### src/rtl/fetch_queue.sv
`default_nettype none
// ============================================================================
// Module   : fetch_queue
// Brief    : Instruction/PC queue between fetch and decode. Circular buffer
//            with valid/ready handshakes on both sides and a single-cycle
//            flush that discards wrong-path instructions.
// Revision : 1.0 - initial release
// ============================================================================
module fetch_queue #(
    parameter int              DATA_WIDTH = 32,
    parameter int              DEPTH      = 4,
    parameter logic [DATA_WIDTH-1:0] NOP  = 32'h00000013
) (
    input  logic                        clk,
    input  logic                        rst,
    input  logic                        flush,
    input  logic                        f_valid,
    input  logic [DATA_WIDTH-1:0]       f_instr,
    input  logic [DATA_WIDTH-1:0]       f_pc,
    input  logic [DATA_WIDTH-1:0]       f_pcplus4,
    output logic                        f_ready,
    output logic                        d_valid,
    output logic [DATA_WIDTH-1:0]       d_instr,
    output logic [DATA_WIDTH-1:0]       d_pc,
    output logic [DATA_WIDTH-1:0]       d_pcplus4,
    input  logic                        d_ready,
    output logic [$clog2(DEPTH):0]      count
);

    localparam int PTR_W = $clog2(DEPTH);
    localparam int CNT_W = PTR_W + 1;
    localparam logic [CNT_W-1:0] C_FULL = CNT_W'(DEPTH);

    // Entry storage; contents need no reset because count gates visibility.
    logic [DATA_WIDTH-1:0] mem_instr_q   [DEPTH];
    logic [DATA_WIDTH-1:0] mem_pc_q      [DEPTH];
    logic [DATA_WIDTH-1:0] mem_pcplus4_q [DEPTH];

    logic [PTR_W-1:0] wr_ptr_q, wr_ptr_d;
    logic [PTR_W-1:0] rd_ptr_q, rd_ptr_d;
    logic [CNT_W-1:0] count_q,  count_d;

    logic w_push;
    logic w_pop;

    // Handshake terms depend only on registered state and flush, so the
    // fetch trigger never sees a combinational path from d_ready.
    always_comb begin
        f_ready = (count_q != C_FULL) && !flush;
        d_valid = (count_q != '0);
        w_push  = f_valid && f_ready;
        w_pop   = d_valid && d_ready && !flush;
    end

    // Head presentation: NOP bubble with zero PCs when the queue is empty.
    always_comb begin
        d_instr   = NOP;
        d_pc      = '0;
        d_pcplus4 = '0;
        if (d_valid) begin
            d_instr   = mem_instr_q[rd_ptr_q];
            d_pc      = mem_pc_q[rd_ptr_q];
            d_pcplus4 = mem_pcplus4_q[rd_ptr_q];
        end
    end

    assign count = count_q;

    // Next-state for pointers and occupancy; flush overrides everything.
    always_comb begin
        wr_ptr_d = wr_ptr_q;
        rd_ptr_d = rd_ptr_q;
        count_d  = count_q;
        if (flush) begin
            wr_ptr_d = '0;
            rd_ptr_d = '0;
            count_d  = '0;
        end else begin
            if (w_push) begin
                wr_ptr_d = wr_ptr_q + PTR_W'(1);
            end
            if (w_pop) begin
                rd_ptr_d = rd_ptr_q + PTR_W'(1);
            end
            case ({w_push, w_pop})
                2'b10:   count_d = count_q + CNT_W'(1);
                2'b01:   count_d = count_q - CNT_W'(1);
                default: count_d = count_q;
            endcase
        end
    end

    // Pointer and occupancy registers with asynchronous reset.
    always_ff @(posedge clk or posedge rst) begin
        if (rst) begin
            wr_ptr_q <= '0;
            rd_ptr_q <= '0;
            count_q  <= '0;
        end else begin
            wr_ptr_q <= wr_ptr_d;
            rd_ptr_q <= rd_ptr_d;
            count_q  <= count_d;
        end
    end

    // Write the accepted tuple into the slot at the write pointer.
    always_ff @(posedge clk) begin
        if (w_push) begin
            mem_instr_q[wr_ptr_q]   <= f_instr;
            mem_pc_q[wr_ptr_q]      <= f_pc;
            mem_pcplus4_q[wr_ptr_q] <= f_pcplus4;
        end
    end

endmodule
`default_nettype wire

### config.mk
export PLATFORM = sky130hd
export DESIGN_NAME = fetch_queue
export DESIGN_NICKNAME = d
export VERILOG_FILES = /design/src/rtl/fetch_queue.sv
export SDC_FILE = /design/constraint.sdc
export NUM_CORES = 1
export LEC_CHECK = 0
export ABC_AREA = 1
export CORE_MARGIN = 3
export CORE_UTILIZATION = 35
export DETAILED_ROUTE_END_ITERATION = 7
export PLACE_DENSITY = 0.63
export SLEW_MARGIN = 20
export SYNTH_ARGS = -nofsm -noshare
export SYNTH_HDL_FRONTEND = slang
export SYNTH_SLANG_ARGS = --single-unit
### constraint.sdc
create_clock -name clk -period 9.7 [get_ports clk]
set_input_delay 1.455 -clock clk [delete_from_list [all_inputs] [get_ports clk]]
set_output_delay 1.455 -clock clk [all_outputs]
set_load 0.05 [all_outputs]
---- Yosys cells after proc, flatten, opt, wreduce, memory -nomap -nowiden ----
Memory sizes are Yosys's and may differ from the RTL's.
Index checks and enable logic that the tools add are counted.
Widths: inputs -> output; s select.
word-level totals
  register bits ........................... 7
  memory bits (writable) .................. 384
  input bits .............................. 101
  memories ................................ 3
memory list
  memory         words  bits a word  read ports  clocked after Yosys merged registers in  wr ports  RTL line  text
  mem_instr_q    4      32           1           0                                        1         35        logic [DATA_WIDTH-1:0] mem_instr_q [DEPTH];
  mem_pc_q       4      32           1           0                                        1         36        logic [DATA_WIDTH-1:0] mem_pc_q [DEPTH];
  mem_pcplus4_q  4      32           1           0                                        1         37        logic [DATA_WIDTH-1:0] mem_pcplus4_q [DEPTH];
cells by class
  add/subtract/negate cells ............... 4
  equality and inequality tests ........... 3
  multiplexer cells ....................... 11
  reduce and logical (&&, ||, !) cells .... 9
operators by type and width
  operator             count
  $mux 32              3
  $mux 2               4
  $pmux 3 s2           1
  $reduce_bool 3->1    2
  $add 2x1->2 const B  2
  $logic_and 1x1->1    4
  $reduce_bool 2->1    2
  $add 3x1->3 const B  1
  $mux 3               1
  $ne 3x3->1 const B   1
  $sub 3x1->3 const B  1
  $eq 2x1->1 const B   1
  $eq 2x2->1 const B   1
  $mux 1               2
  $logic_not 1->1      1

---- Longest topological paths before layout ----
Gate-level depths: netlist of run 1.
  word-level depth ........................ 6
  mapped depth ............................ 14
  gate-level depth less buffers ........... 14

---- Worst setup path after synthesis of run 1 ----
OpenSTA, ideal clock, no wires.
  path type ............................... input to register
  from .................................... input flush
  to ...................................... memory mem_instr_q[0][0] (enable)
  setup time .............................. 552 ps
  data arrival time ....................... 5757 ps
  required time ........................... 9148 ps
  path slack .............................. 3392 ps
  cell stages on the path ................. 3
  cells stage by stage .................... inv_1 -> nand3_4 -> nor2_1
between the ends
  longest elaborated chain between the ends .. 5
ends and longest elaborated chain
  item                          RTL line  text
  from (decl)                   16        input logic flush,
  $logic_not 1->1               49        f_ready = (count_q != C_FULL) && !flush;
  $logic_and 1x1->1             49
  $logic_and 1x1->1             51        w_push = f_valid && f_ready;
  $mux 1                        108       if (w_push) begin
  $mux 1 (not written as such)  109       mem_instr_q[wr_ptr_q] <= f_instr;
  to (decl)                     35
No other way between the ends.

---- Worst setup path in the final report of run 1 ----
  from .................................... register rd_ptr_q[0]
  to ...................................... output d_pcplus4[0]
between the ends
  longest elaborated chain between the ends .. 2
ends and longest elaborated chain
  item                    RTL line  text
  from (decl)             40        logic [PTR_W-1:0] rd_ptr_q, rd_ptr_d;
  from (signal assigned)  101       rd_ptr_q <= rd_ptr_d;
  $mem_v2 4x32            --
  $mux 32                 60        if (d_valid) begin
  to (decl)               25        output logic [DATA_WIDTH-1:0] d_pcplus4,
No other way between the ends.

==> results.txt, run 1 <==
clk_lat worst skew: 0.54 ns
DR vias/cell: 4.79
Sequential Area: 0.0117 sq mm
H-tree depth: 2
Yosys cell types: 27
initial antenna violation count: 3
adder-cell share of the synthesized area: 0.455%
post-route DRC violation count: 0
critical path class: flip-flop to output port
Final setup viols: 0
Syn-to-layout area delta: 24.4%
worst reg2reg setup slack: 7.15 ns
ANT nets after route: 0
largest net degree at the start of global routing: 107
critical path launch point type: flip-flop
synthesized net count: 1303
design area: 0.0191 sq mm
gpl congestion: 0.727
Final period util: 55.7%
number of global-route vias before repair: 9670
worst slew pin tran: 1.07 ns
vias: 9585
worst min-delay path category: flip-flop to flip-flop
TritonCTS clock tree: built
Ys Warns: 0
Syn Area/Cell: 12.9 sq um
total power: 4.76 mW
post_cts resized: 0
pwr dens: 248 mW/mm^2
die area: 0.0465 sq mm
final WL: 35700 um
Final TNS setup: 0 ns
highest clock rate: 185 MHz
CTS root buffer: clkbuf_16
NumNets Final: 1490
Core ar.: 0.0433 sq mm
cell count after synthesis: 1197
Finished Core Util: 44.3%
combinational family with the most area after synthesis: simple AND/OR/NAND/NOR gates
PnR worst setup slack: 4.30 ns
clock slew at reported path FFs: 0.06 ns
Fillers: 3920
grt ovf: 0
Synth Area in Compound Gates: 9.62%
final non-filler cell total: 2001
VDD IR max: 0.133 mV
synthesized flop and latch total: 391
Std-Cell Rows: 76
Initial DRC Count: 612
die width: 216 um
Slew HR: 28.7%
Crit. End Element: output port
RSZ-0062 raised after global routing: false
Die Ht: 216 um
leakage: 6.36 nW
global-route wire length before repair: 55000 um
sequential share of the synthesized area: 76.0%
Initial Utilization: 35.6%
dpl cells: 1923
Cell Area, Synth: 0.0154 sq mm
outcome: finished clean
Synth Area in XOR/XNOR: 0.0569%
# IOs: 202
share of cells above drive strength 1: 6.01%
Layout Skew: 0.00795 ns
number of port buffers: 201
Hold Slack: 0.622 ns
Slew Viols, Final: 0
CTS buffer count: 43
Multi-input gate area: 0.00319 sq mm
critical path data arrival time: 3.95 ns
post-place setup slack: 4.51 ns
post-synthesis simple-gate area fraction: 10.4%
mux cell area share after synthesis: 0%
placed cell areas: 0.0178 sq mm
Final Hold Viols: 0
CTS sink cnt: 391
Post-CTS Hold Fix Bufs: 0
CTS max path bufs: 3
Setup Buffers After CTS: 0
First-pass DRT Iterations: 5
HPWL after detailed placement: 19600 um
DR WL/cell: 17.9 um
Total GRT Usage: 15.1%
required time worst endpoint: 8.25 ns
fin crit period: 5.40 ns
CP max FO: 87
max_cap viols: 0
-- cells in the final DEF, fill, tap and decap left out --
cell,netlist,layout
inv_2,3,1
nand2_1,15,15
buf_16,0,1
nand2_4,1,1
a21oi_2,1,1
inv_4,1,2
buf_4,6,14
clkbuf_16,0,45
nand3_1,5,5
fa_1,1,1
nor2_1,388,384
nor2_4,1,5
dfrtp_4,0,2
dfrtp_1,7,5
inv_6,0,1
clkinv_2,0,3
diode_2,0,1
xor2_1,1,1
o21ai_0,162,162
bufinv_16,0,1
clkbuf_1,13,10
clkdlybuf4s50_1,0,201
clkinvlp_4,0,3
nand2_2,2,2
clkinv_1,0,13
a21oi_1,95,95
o21ai_1,32,32
clkinv_4,0,1
nor2_2,1,1
o311ai_1,3,3
inv_1,15,15
nand3_4,1,1
edfxtp_1,384,384
ha_1,4,4
-- power breakdown --
group | switching, mW | internal [mW] | leakage [nW]
clock network | 0.626 | 0.871 | 0.618
registers | 0.0283 | 1.93 | 3.58
logic | 0.928 | 0.377 | 2.17
-- path summary, 6_finish.rpt --
check,cells past startpoint,start,to
max in group asynchronous,2,rst,rd_ptr_q[1]$_DFFE_PP0P_
max reg2reg,4,rd_ptr_q[1]$_DFFE_PP0P_,rd_ptr_q[1]$_DFFE_PP0P_
min,2,wr_ptr_q[1]$_DFFE_PP0P_,wr_ptr_q[1]$_DFFE_PP0P_
min reg2reg,2,wr_ptr_q[1]$_DFFE_PP0P_,wr_ptr_q[1]$_DFFE_PP0P_
min in group asynchronous,2,rst,rd_ptr_q[0]$_DFFE_PP0P_
max,6,rd_ptr_q[0]$_DFFE_PP0P_,d_pcplus4[0]
-- layer usage --
| layer | global-route usage [%] | vias to the layer above | part of all wire, % |
|---|---|---|---|
| li1 | - | 4623 | - |
| met1 | 19.4 | 4685 | 43 |
| met2 | 25.2 | 227 | 49 |
| met3 | 3.77 | 46 | 6.2 |
| met4 | 4.91 | 4 | 1.7 |
| met5 | 0 | - | 0.048 |
-- sequential cells by signal, indices dropped and copies added, names as in the netlist --
signal	flops
rd_ptr_q	2
count	3
wr_ptr_q	2
mem_pcplus4_q	128
mem_pc_q	128
mem_instr_q	128
-- cell families (layout without fill, tap and decap cells) --
logic type,Yosys count,in the layout
other,0,1
AOI/OAI and AO/OA,293,293
buffers and inverters,93,311
DFF,391,391
adders and majority gates,5,5
xor gates and xnor gates,1,1
and+or+nand+nor,414,414
-- cells in the mapped netlist (all sizes together) --
cell    count  share of area, %
edfxtp    384                75
inv        19              0.48
ha          4              0.33
buf        44               2.1
nor2      390               9.6
nand3       6              0.28
o311ai      3              0.17
a21oi      96               3.1
xor2        1             0.057
o21ai     194               6.3
nand2      18              0.52
clkbuf     30              0.87
fa          1              0.13
dfrtp       7               1.1
-- critical path: stages (launching register included) --
cell and delay, ns:
dfrtp_4 0.60, inv_4 0.59, buf_4 0.52, buf_16 0.29, o21ai_0 0.14, a21oi_1 0.27
clkdlybuf4s50_1 0.86
-- area by class of cell --
cell class | count | share of cell area, %
Sequential cell | 391 | 61.2
Multi-Input combinational cell | 713 | 16.6
Tap cell | 585 | 3.82
Antenna cell | 1 | 0.0131
Clock inverter | 21 | 0.673
Clock buffer | 55 | 6.08
Inverter | 19 | 0.405
Timing Repair Buffer | 216 | 11.2
(Power assumes the default switching activity.)
==> run 2: changes to the inputs <==
- PLACE_DENSITY: 0.63 -> 0.65
- clock period: 9.7 -> 4.4 ns (I/O delays scaled with it)
==> results.txt, run 2 (synthesized netlist as in run 1, its figures left out) <==
Post-CTS Hold Fix Bufs: 0
Die Ht: 216 um
design area: 0.0192 sq mm
Sequential Area: 0.0117 sq mm
RSZ-0062 raised after global routing: false
worst min-delay path category: input port to async pin
Syn-to-layout area delta: 24.4%
final WL: 35500 um
worst slew pin tran: 0.837 ns
number of global-route vias before repair: 9586
Final Hold Viols: 0
clock slew at reported path FFs: 0.06 ns
gpl congestion: 0.761
critical path launch point type: flip-flop
R2R depth: 5
CTS sink cnt: 391
Final period util: 91.2%
initial antenna violation count: 3
H-tree depth: 2
Slew Viols, Final: 0
outcome: finished clean
Crit path largest cell delay: 0.85 ns
die area: 0.0465 sq mm
Slew HR: 44.2%
NumNets Final: 1493
Setup Buffers After CTS: 0
# IOs: 202
Std-Cell Rows: 76
VDD IR max: 0.388 mV
TritonCTS clock tree: built
share of cells above drive strength 1: 6.14%
Finished Core Util: 44.3%
Final TNS setup: 0 ns
CTS buffer count: 41
Initial DRC Count: 773
ANT nets after route: 0
required time worst endpoint: 3.74 ns
leakage: 6.37 nW
Top Registers: mem_instr_q x128, mem_pc_q x128, mem_pcplus4_q x128
CP max FO: 59
post_cts resized: 0
highest clock rate: 249 MHz
CTS root buffer: clkbuf_16
Layout Skew: 0.0160 ns
Initial Utilization: 35.6%
DR vias/cell: 4.81
vias: 9638
Crit. End Element: output port
grt ovf: 0
First-pass DRT Iterations: 4
die width: 216 um
CTS max path bufs: 3
critical path data arrival time: 3.35 ns
Total GRT Usage: 15.2%
placed cell areas: 0.0180 sq mm
Fillers: 3873
CP cell instances: inv_4, buf_4, o21ai_0, a21oi_1, clkdlybuf4s50_1
pwr dens: 537 mW/mm^2
Multi-input gate area: 0.00319 sq mm
Crit-path slowest cell: clkdlybuf4s50_1
Core ar.: 0.0433 sq mm
Final setup viols: 0
clk_lat worst skew: 0.54 ns
max_cap viols: 0
number of port buffers: 201
DR WL/cell: 17.7 um
critical path class: flip-flop to output port
HPWL after detailed placement: 19900 um
global-route wire length before repair: 55600 um
most frequent cells in the layout: 384 x nor2_1, 384 x edfxtp_1, 198 x clkdlybuf4s50_1
post-route DRC violation count: 0
fin crit period: 4.01 ns
largest net degree at the start of global routing: 97
## run 2: cell count changes in the layout (fill, tap and decap cells not counted), moves of 2 or more
cell and delta:
clkdlybuf4s50_1 -3, clkinv_2 +2, clkbuf_16 -4, buf_12 +9, clkinvlp_4 -2
## run 2: path summary, 6_finish.rpt
check	start	endpoint	slack, ns
worst min-delay path	rst	rd_ptr_q[1]$_DFFE_PP0P_	0.37
worst max-delay path	rd_ptr_q[0]$_DFFE_PP0P_	d_pcplus4[7]	0.39
max in group asynchronous	rst	rd_ptr_q[0]$_DFFE_PP0P_	3.78
min in group clk	count[2]$_DFFE_PP0P_	count[2]$_DFFE_PP0P_	0.62
worst max register to register	count[0]$_DFFE_PP0P_	mem_pc_q[1][23]$_DFFE_PP_	2.08
worst min register to register	count[2]$_DFFE_PP0P_	count[2]$_DFFE_PP0P_	0.62
## run 2: area by class of cell
class                      count  share of cell area, %
multi-input combinational    713                   16.6
tap                          585                   3.82
inverter                      19                  0.405
sequential                   391                   61.1
antenna                        1                 0.0131
clock inverter                20                  0.575
timing repair buffer         221                   11.8
clock buffer                  52                   5.57
## run 2: per-layer routing
| metal | track usage (%) | vias to the layer above | wire, um |
|---|---|---|---|
| li1 | - | 4633 | - |
| met1 | 20.5 | 4709 | 15600 |
| met2 | 24.8 | 238 | 16900 |
| met3 | 3.39 | 54 | 2220 |
| met4 | 4.52 | 4 | 722 |
| met5 | 0 | - | 29 |
## run 2: power breakdown
part | internal [mW] | switching [mW]
combinational | 0.850 | 2.05
clock | 1.76 | 1.32
sequential | 4.25 | 0.0723
## run 2: through the flow
stage	std cells	setup slack (ns)	power, mW	hold slack (ns)
finish	2002	0.386	10.3	0.366
global route	2001	0.204	10.7	0.400
CTS	2001	0.346	10.4	0.347
floorplan	1197	-1.22	6.34	0.463
global placement	1929	0.987	7.29	0.597
detailed placement	1929	0.936	7.32	0.607
## run 2: worst max-delay path, delay by kind of cell (launching register included)
family / cells / cell delay (ns)
flops: 1 / 0.73
buf+inv: 3 / 1.66
compound gates: 2 / 0.38
==> run 3: changes to the inputs <==
- CORE_MARGIN: 3 -> default
==> results.txt, run 3 (synthesized netlist as in run 1, its figures left out) <==
Switching Fraction: 33.0%
highest clock rate: 271 MHz
clock slew at reported path FFs: 0.06 ns
number of global-route vias before repair: 9370
post_cts resized: 0
Pint: 7.06 mW
Crit. End Element: output port
number of port buffers: 201
CTS root buffer: clkbuf_16
worst slew pin tran: 0.859 ns
Combinational Power Share: 27.8%
ANT nets after route: 0
leakage: 6.44 nW
Final TNS setup: 0 ns
outcome: finished clean
global-route wire length before repair: 52400 um
pwr dens: 547 mW/mm^2
clk_lat worst skew: 0.56 ns
gpl congestion: 0.717
CTS buffer count: 42
Final Hold Viols: 0
Total GRT Usage: 15.4%
grt ovf: 0
First-pass DRT Iterations: 5
sequential power share: 40.8%
initial antenna violation count: 4
DR WL/cell: 17.2 um
most frequent cells in the layout: 384 x nor2_1, 384 x edfxtp_1, 198 x clkdlybuf4s50_1
Initial Utilization: 35.6%
Core ar.: 0.0433 sq mm
Layout Skew: 0.0179 ns
CP max FO: 86
Clk pwr share: 31.4%
fin crit period: 3.69 ns
max_cap viols: 0
VDD IR max: 0.401 mV
Std-Cell Rows: 76
PnR worst setup slack: 0.712 ns
Final period util: 83.8%
vias: 9591
HPWL after detailed placement: 19400 um
post-place setup slack: 1.32 ns
Slew HR: 42.8%
share of cells above drive strength 1: 6.84%
Initial DRC Count: 573
die area: 0.0448 sq mm
dpl cells: 1930
final non-filler cell total: 2005
die width: 212 um
Slew Viols, Final: 0
total power: 10.5 mW
RSZ-0062 raised after global routing: false
CTS sink cnt: 391
final WL: 34500 um
Final setup viols: 0
required time worst endpoint: 3.74 ns
TritonCTS clock tree: built
largest net degree at the start of global routing: 109
Die Ht: 212 um
H-tree depth: 2
Post-CTS Hold Fix Bufs: 0
Top Registers: mem_instr_q x128, mem_pc_q x128, mem_pcplus4_q x128
Finished Core Util: 44.5%
DR vias/cell: 4.78
# IOs: 202
Net Sw Power: 3.47 mW
critical path launch point type: flip-flop
NumNets Final: 1495
post-route DRC violation count: 0
CTS max path bufs: 3
critical path data arrival time: 3.03 ns
Setup Buffers After CTS: 0
worst min-delay path category: input port to async pin
critical path class: flip-flop to output port
Syn-to-layout area delta: 25.1%
-- run 3: cell types whose count changed in the layout (fill, tap and decap cells not counted), sizes merged --
cell / before / now
inv: 18 / 20
buf: 23 / 24
bufinv: 1 / 3
clkinv: 19 / 16
clkbuf: 52 / 53
-- run 3: layer usage --
layer  part of all wire, %  global-route usage (%)  routed length (um)  vias to the layer above
met4                   1.8                    4.75                 638                        6
met3                   6.9                    4.95                2400                       58
met2                    48                    25.3               16400                      236
met5                 0.099                       0                  34                        -
li1                      -                       -                   -                     4631
met1                    43                    19.3               15000                     4660
-- run 3: metrics by stage --
stage / hold WS [ns] / instance area [sq um]
floorplan: 0.463 / 15400
global placement: 0.614 / 18000
detailed placement: 0.614 / 18000
CTS: 0.345 / 19300
global route: 0.372 / 19300
finish: 0.355 / 19300
-- run 3: area by class of cell --
type                    count  area, sq um
diodes                      1         2.50
clock buffers              53         1100
clock inverters            21          191
fillers                  3878        24000
inverters                  19         77.6
multi-input cells         713         3190
flip-flops and latches    391        11700
well taps                 585          732
repair buffers            222         2250
-- run 3: worst max-delay path: stages, from the launching register on --
cell and delay (ns):
dfrtp_4 0.56, buf_12 0.35, nor2_1 0.09, nor2_1 0.10, o21ai_0 0.11, a21oi_1 0.32
clkdlybuf4s50_1 0.87
-- run 3: final timing paths --
path / from / end / slack (ns) / cells after the start
worst min register to register: count[1]$_DFFE_PP0P_ / count[1]$_DFFE_PP0P_ / 0.62 / 2
worst max-delay path: rd_ptr_q[0]$_DFFE_PP0P_ / d_pc[31] / 0.71 / 6
min in group clk: count[1]$_DFFE_PP0P_ / count[1]$_DFFE_PP0P_ / 0.62 / 2
worst min-delay path: rst / count[1]$_DFFE_PP0P_ / 0.36 / 2
max in group asynchronous: rst / rd_ptr_q[0]$_DFFE_PP0P_ / 3.79 / 2
worst max register to register: count[1]$_DFFE_PP0P_ / count[2]$_DFFE_PP0P_ / 2.28 / 13
-- run 3: power by group through the flow --
stage	sequential, mW	combinational [mW]	clock [mW]
after CTS	4.30	2.97	3.39
after floorplan	4.39	1.95	0
final	4.29	2.93	3.31
after detailed placement	4.37	2.95	0
after global placement	4.37	2.94	0
after global routing	4.31	3.13	3.53
